**src/rtl/seq_pattern_detector.sv**
```systemverilog
// Serial bit-pattern detector with reloadable pattern and saturating count.
// Define SEQ_DET_MASK_EN to add a per-bit don't-care mask (pattern_mask).
module seq_pattern_detector #(
  parameter int                     PATTERN_LEN  = 6,
  parameter logic [PATTERN_LEN-1:0] PATTERN_INIT = 6'b010111,
  parameter int                     COUNT_W      = 8
) (
  input  logic                   clock,
  input  logic                   reset,
  input  logic                   value_valid,
  input  logic                   value,
  input  logic                   overlap_en,
  input  logic                   pattern_load,
  input  logic [PATTERN_LEN-1:0] pattern_in,
`ifdef SEQ_DET_MASK_EN
  input  logic [PATTERN_LEN-1:0] pattern_mask,
`endif
  input  logic                   count_clr,
  output logic                   match,
  output logic                   armed,
  output logic [COUNT_W-1:0]     match_count
);

  localparam int FW = $clog2(PATTERN_LEN + 1);
  localparam logic [FW-1:0] FULL = FW'(PATTERN_LEN);
  localparam logic [FW-1:0] LAST = FW'(PATTERN_LEN - 1);

  typedef enum logic {
    FILL,
    ARMED
  } state_t;

  state_t                 state_q, state_d;
  logic [FW-1:0]          fill_q, fill_d;
  logic [PATTERN_LEN-2:0] hist_q, hist_d;
  logic [PATTERN_LEN-1:0] pat_q;
  logic [PATTERN_LEN-1:0] mask_q;
  logic [PATTERN_LEN-1:0] window;
  logic                   take;
  logic                   hit;

`ifdef SEQ_DET_MASK_EN
  always_ff @(posedge clock or negedge reset) begin
    if (!reset) begin
      mask_q <= '1;
    end else if (pattern_load) begin
      mask_q <= pattern_mask;
    end
  end
`else
  assign mask_q = '1;
`endif

  always_comb begin
    window  = {hist_q, value};
    take    = value_valid && !pattern_load;
    hit     = 1'b0;
    hist_d  = hist_q;
    fill_d  = fill_q;
    state_d = state_q;
    if (take) begin
      hist_d = window[PATTERN_LEN-2:0];
      // a window is complete on the sample that fills it or any later one
      if (state_q == ARMED || fill_q == LAST) begin
        hit = (((window ^ pat_q) & mask_q) == '0);
      end
    end
    if (pattern_load) begin
      fill_d = '0;
    end else if (hit && !overlap_en) begin
      fill_d = '0;
    end else if (take && state_q == FILL) begin
      fill_d = fill_q + 1'b1;
    end
    state_d = (fill_d == FULL) ? ARMED : FILL;
  end

  always_ff @(posedge clock or negedge reset) begin
    if (!reset) begin
      state_q     <= FILL;
      fill_q      <= '0;
      hist_q      <= '0;
      pat_q       <= PATTERN_INIT;
      match       <= 1'b0;
      armed       <= 1'b0;
      match_count <= '0;
    end else begin
      state_q <= state_d;
      fill_q  <= fill_d;
      hist_q  <= hist_d;
      match   <= hit;
      armed   <= (state_d == ARMED);
      if (pattern_load) begin
        pat_q <= pattern_in;
      end
      if (count_clr) begin
        match_count <= '0;
      end else if (hit && match_count != '1) begin
        match_count <= match_count + 1'b1;
      end
    end
  end

endmodule

```
**config.mk**
```make
export PLATFORM = sky130hd
export DESIGN_NAME = seq_pattern_detector
export DESIGN_NICKNAME = d
export VERILOG_FILES = /design/src/rtl/seq_pattern_detector.sv
export SDC_FILE = /design/constraint.sdc
export NUM_CORES = 1
export LEC_CHECK = 0
export BUFFER_PORTS_ARGS = -buffer_cell sky130_fd_sc_hd__buf_4
export CAP_MARGIN = 20
export CORE_MARGIN = 2
export CORE_UTILIZATION = 54
export DETAILED_ROUTE_END_ITERATION = 16
export PLACE_DENSITY = 0.87
export SETUP_SLACK_MARGIN = 0.1
export SLEW_MARGIN = 20
export SYNTH_ARGS = -nofsm -noshare
export SYNTH_HDL_FRONTEND = slang
export SYNTH_SLANG_ARGS = --single-unit
```
**constraint.sdc**
```tcl
create_clock -name clock -period 2.6 [get_ports clock]
set_clock_uncertainty 0.15 [all_clocks]
set_input_delay 0.26 -clock clock [delete_from_list [all_inputs] [get_ports clock]]
set_output_delay 0.26 -clock clock [all_outputs]
set_load 0.01 [all_outputs]
```
==> results.yml <==
yosys:
  synth_edf_count: 0
  synth_seq_cells: 24
  synth_ff_type: "dfrtp_1"
  syn_area_per_cell_um2: 10.7
  yosys.area.top_type: "dfrtp_1"
  yosys.area.top_type_share_pct: 40.4
  synth_cells: 116
  synthArstFlopShare_pct: 100
  seq_area_frac_synth_pct: 48.9
  synth_most_common_cell: "dfrtp_1"
  ys_warn_count: 0
  synthDistinctLibCells: 31
  synth.area.top_cells: "dfrtp_1 (40%), dfstp_2 (8.5%), mux2_2 (7.3%), a21oi_1 (4.4%), o21ai_0 (4.0%)"
  yosys-top-cells-count: "dfrtp_1 (20), a21oi_1 (11), nor2_1 (10), o21ai_0 (10), mux2_2 (8)"
  synth_nets: 132
  syn_area_um2: 1240
sta:
  hold_viol_final: 0
  max_freq_mhz: 464
  worstMarginPinSlew_ns: 0.492
  max-slew-margin-rel_pct: 67.1
  rsz0062_at_grt: "false"
  tns_ns: 0
  fin_crit_sh_pct: 82.9
  slew_violations: 0
  min_period_ns: 2.16
  setup_viol: 0
finish:
  areaGrowthSynthToFinish_pct: 19.0
  design_area_um2: 1470
  antenna_cells: 0
  drive_above_1_share_pct: 31.2
  final_nets: 158
floorplanning:
  start_util_pct: 56.5
  die_w_um: 51.9
  ioPinCount: 23
  row_count: 17
  coreArea_um2: 2190
  die_h_um: 51.9
  dieArea_um2: 2690
critical_path:
  timing.rr.end: "match_count[3]"
  worstPathMaxFanout: 18
  cpPeakStageDelay_ns: 0.57
  worstPathArrival_ns: 2.24
  r2r_slack_ns: 0.44
  crit_slowest_cell: "dfstp_2"
  worstPathRequired_ns: 2.69
  cp_cell_sequence: "inv_1, a221oi_4, nand4_4, or4_1, a21oi_1"
  reg2reg_depth: 5
  worstSetupStartpointType: "register"
  end_kind: "register"
  path_class: "register to register"
  rr_startpoint: "pat_q[0]"
drt:
  ant_nets: 0
  vias: 947
  first_pass_iters: 4
  via_per_inst: 5.60
  drc: 0
  drt-initial-drc-count: 21
  wl_mm: 2.30
  wl_per_cell_um: 13.6
pwr:
  p_int_mw: 0.549
  total_power_mw: 0.738
  ir_drop_mv: 0.341
  powerDensity_nw_per_um2: 501
  power_frac_comb_pct: 14.9
  switching_share_pct: 25.6
  pwr-share-seq_pct: 59.1
  p_leak_nw: 0.674
  p_switching_mw: 0.189
  p_clk_share_pct: 26.0
clock_tree:
  clk_path_buf_depth: 2
  clkTransAtPathRegs_ns: 0.12
  htreeDepth: 1
  clkSinkCount: 24
  cts_tree: "done"
  cts_root_buf: "clkbuf_4"
  clock_latency_ns: 0.31
  numCtsBuffers: 3
place:
  dp.final_hpwl_mm: 1.71
  gp_congestion: 0.819
  placed_cell_area_um2: 1410
  io_buffers: 22
min_path:
  hold_depth: 3
  hold_class: "primary input to register"
  min_to: "pat_q[2]"
  hold_start: "pattern_in[2]"
global_routing:
  grt_pass1_wl_mm: 4.11
  grt_pass1_vias: 937
  antenna_found_initial: 0
  grt-ovfl-total: 0
  grtUsageTotal_pct: 20.7
  grt_max_degree: 25
run_status:
  status: "finished, final reports clean"
job:
  drv_cap: 0
-- worst max-delay path by stage --
| stage | slack, ns | cells after the start | from | to |
|---|---|---|---|---|
| floorplan | 0.69 | 6 | pat_q[0] | match_count[7] |
| global placement | 0.59 | 5 | pat_q[0] | match_count[3] |
| detailed placement | 0.49 | 5 | pat_q[0] | match_count[3] |
| CTS | 0.46 | 5 | pat_q[0] | match_count[3] |
| global route | 0.32 | 5 | pat_q[0] | match_count[3] |
| finish | 0.44 | 5 | pat_q[0] | match_count[3] |
-- metrics by stage --
step | instances | worst slack, ns | hold WS (ns) | util, %
global placement | 162 | 0.592 | 0.0181 | 64.2
detailed placement | 162 | 0.493 | 0.0219 | 64.2
finish | 169 | 0.445 | 0.0232 | 67.3
CTS | 168 | 0.455 | 0.0176 | 66.8
floorplan | 116 | 0.694 | -0.186 | -
global route | 169 | 0.320 | 0.0113 | 67.3
-- placed cells by master, fill, tap and decap left out, drive strengths merged, types with 2 or more instances in the layout --
| master | synthesis | layout |
|---|---|---|
| xor2 | 4 | 4 |
| nand4 | 3 | 3 |
| dfrtp | 20 | 20 |
| nor3 | 2 | 2 |
| nand2b | 2 | 2 |
| inv | 7 | 7 |
| a21oi | 11 | 11 |
| mux2 | 8 | 8 |
| nand3 | 3 | 3 |
| or3b | 2 | 2 |
| or4 | 2 | 2 |
| dfstp | 4 | 4 |
| nand2 | 6 | 6 |
| buf | 4 | 22 |
| or3 | 4 | 4 |
| o31ai | 2 | 2 |
| a221oi | 2 | 2 |
| clkbuf | 0 | 4 |
| xnor2 | 2 | 2 |
| ha | 3 | 3 |
| o21ai | 10 | 10 |
| dlygate4sd3 | 0 | 3 |
| nor2 | 10 | 10 |
-- state kept, by name (all words and copies together) (netlist names) --
register     flops
match_count      8
pat_q            6
hist_q           5
fill_q           3
match            1
state_q          1
-- power groups by stage --
| stage | Clock, mW | Combinational (mW) | Sequential [mW] |
|---|---|---|---|
| 6_report | 0.192 | 0.110 | 0.436 |
| 5_1_grt | 0.215 | 0.123 | 0.440 |
| 3_5_place_dp | 0 | 0.108 | 0.444 |
| 4_1_cts | 0.197 | 0.111 | 0.436 |
| 2_1_floorplan | 0 | 0.0771 | 0.434 |
| 3_3_place_gp | 0 | 0.102 | 0.439 |
-- cells by family (layout without fill, tap and decap cells) --
group | count (synthesis) | in the layout | synth area share, %
fa+ha+maj | 3 | 3 | 3.03
mux | 8 | 8 | 7.27
xor+xnor | 6 | 6 | 4.24
compound gates | 28 | 28 | 15.1
flops | 24 | 24 | 48.9
buf+inv | 11 | 36 | 4.65
simple gates | 36 | 36 | 16.9
-- area by class of cell --
class	count	area [um^2]
Timing Repair Buffer	25	195
Fill cell	176	717
Sequential cell	24	606
Tap cell	28	35.0
Multi-Input combinational cell	81	576
Inverter	7	26.3
Clock buffer	4	36.3
-- layer usage --
layer	GRT usage, %	vias up	share of wire (%)
met5	0	-	0
met4	9.65	0	1.9
met3	2.59	4	3.8
met2	33.1	27	50
met1	27.8	456	44
li1	-	460	-
-- critical path: cells and delay by family (launching register included) --
kind                   cells  cell delay [ns]
DFF                        1             0.57
and+or+nand+nor            2             0.82
AOI/OAI and AO/OA          2             0.47
buffers and inverters      1             0.07
-- what timing repair did --
action / CTS / global route
hold endpoints to repair: 27 / 1
gates resized for setup: 0 / 0
hold buffers: 2 / 1
buffers inserted: 0 / 0
No activity file was read; power rests on OpenSTA's default activity.
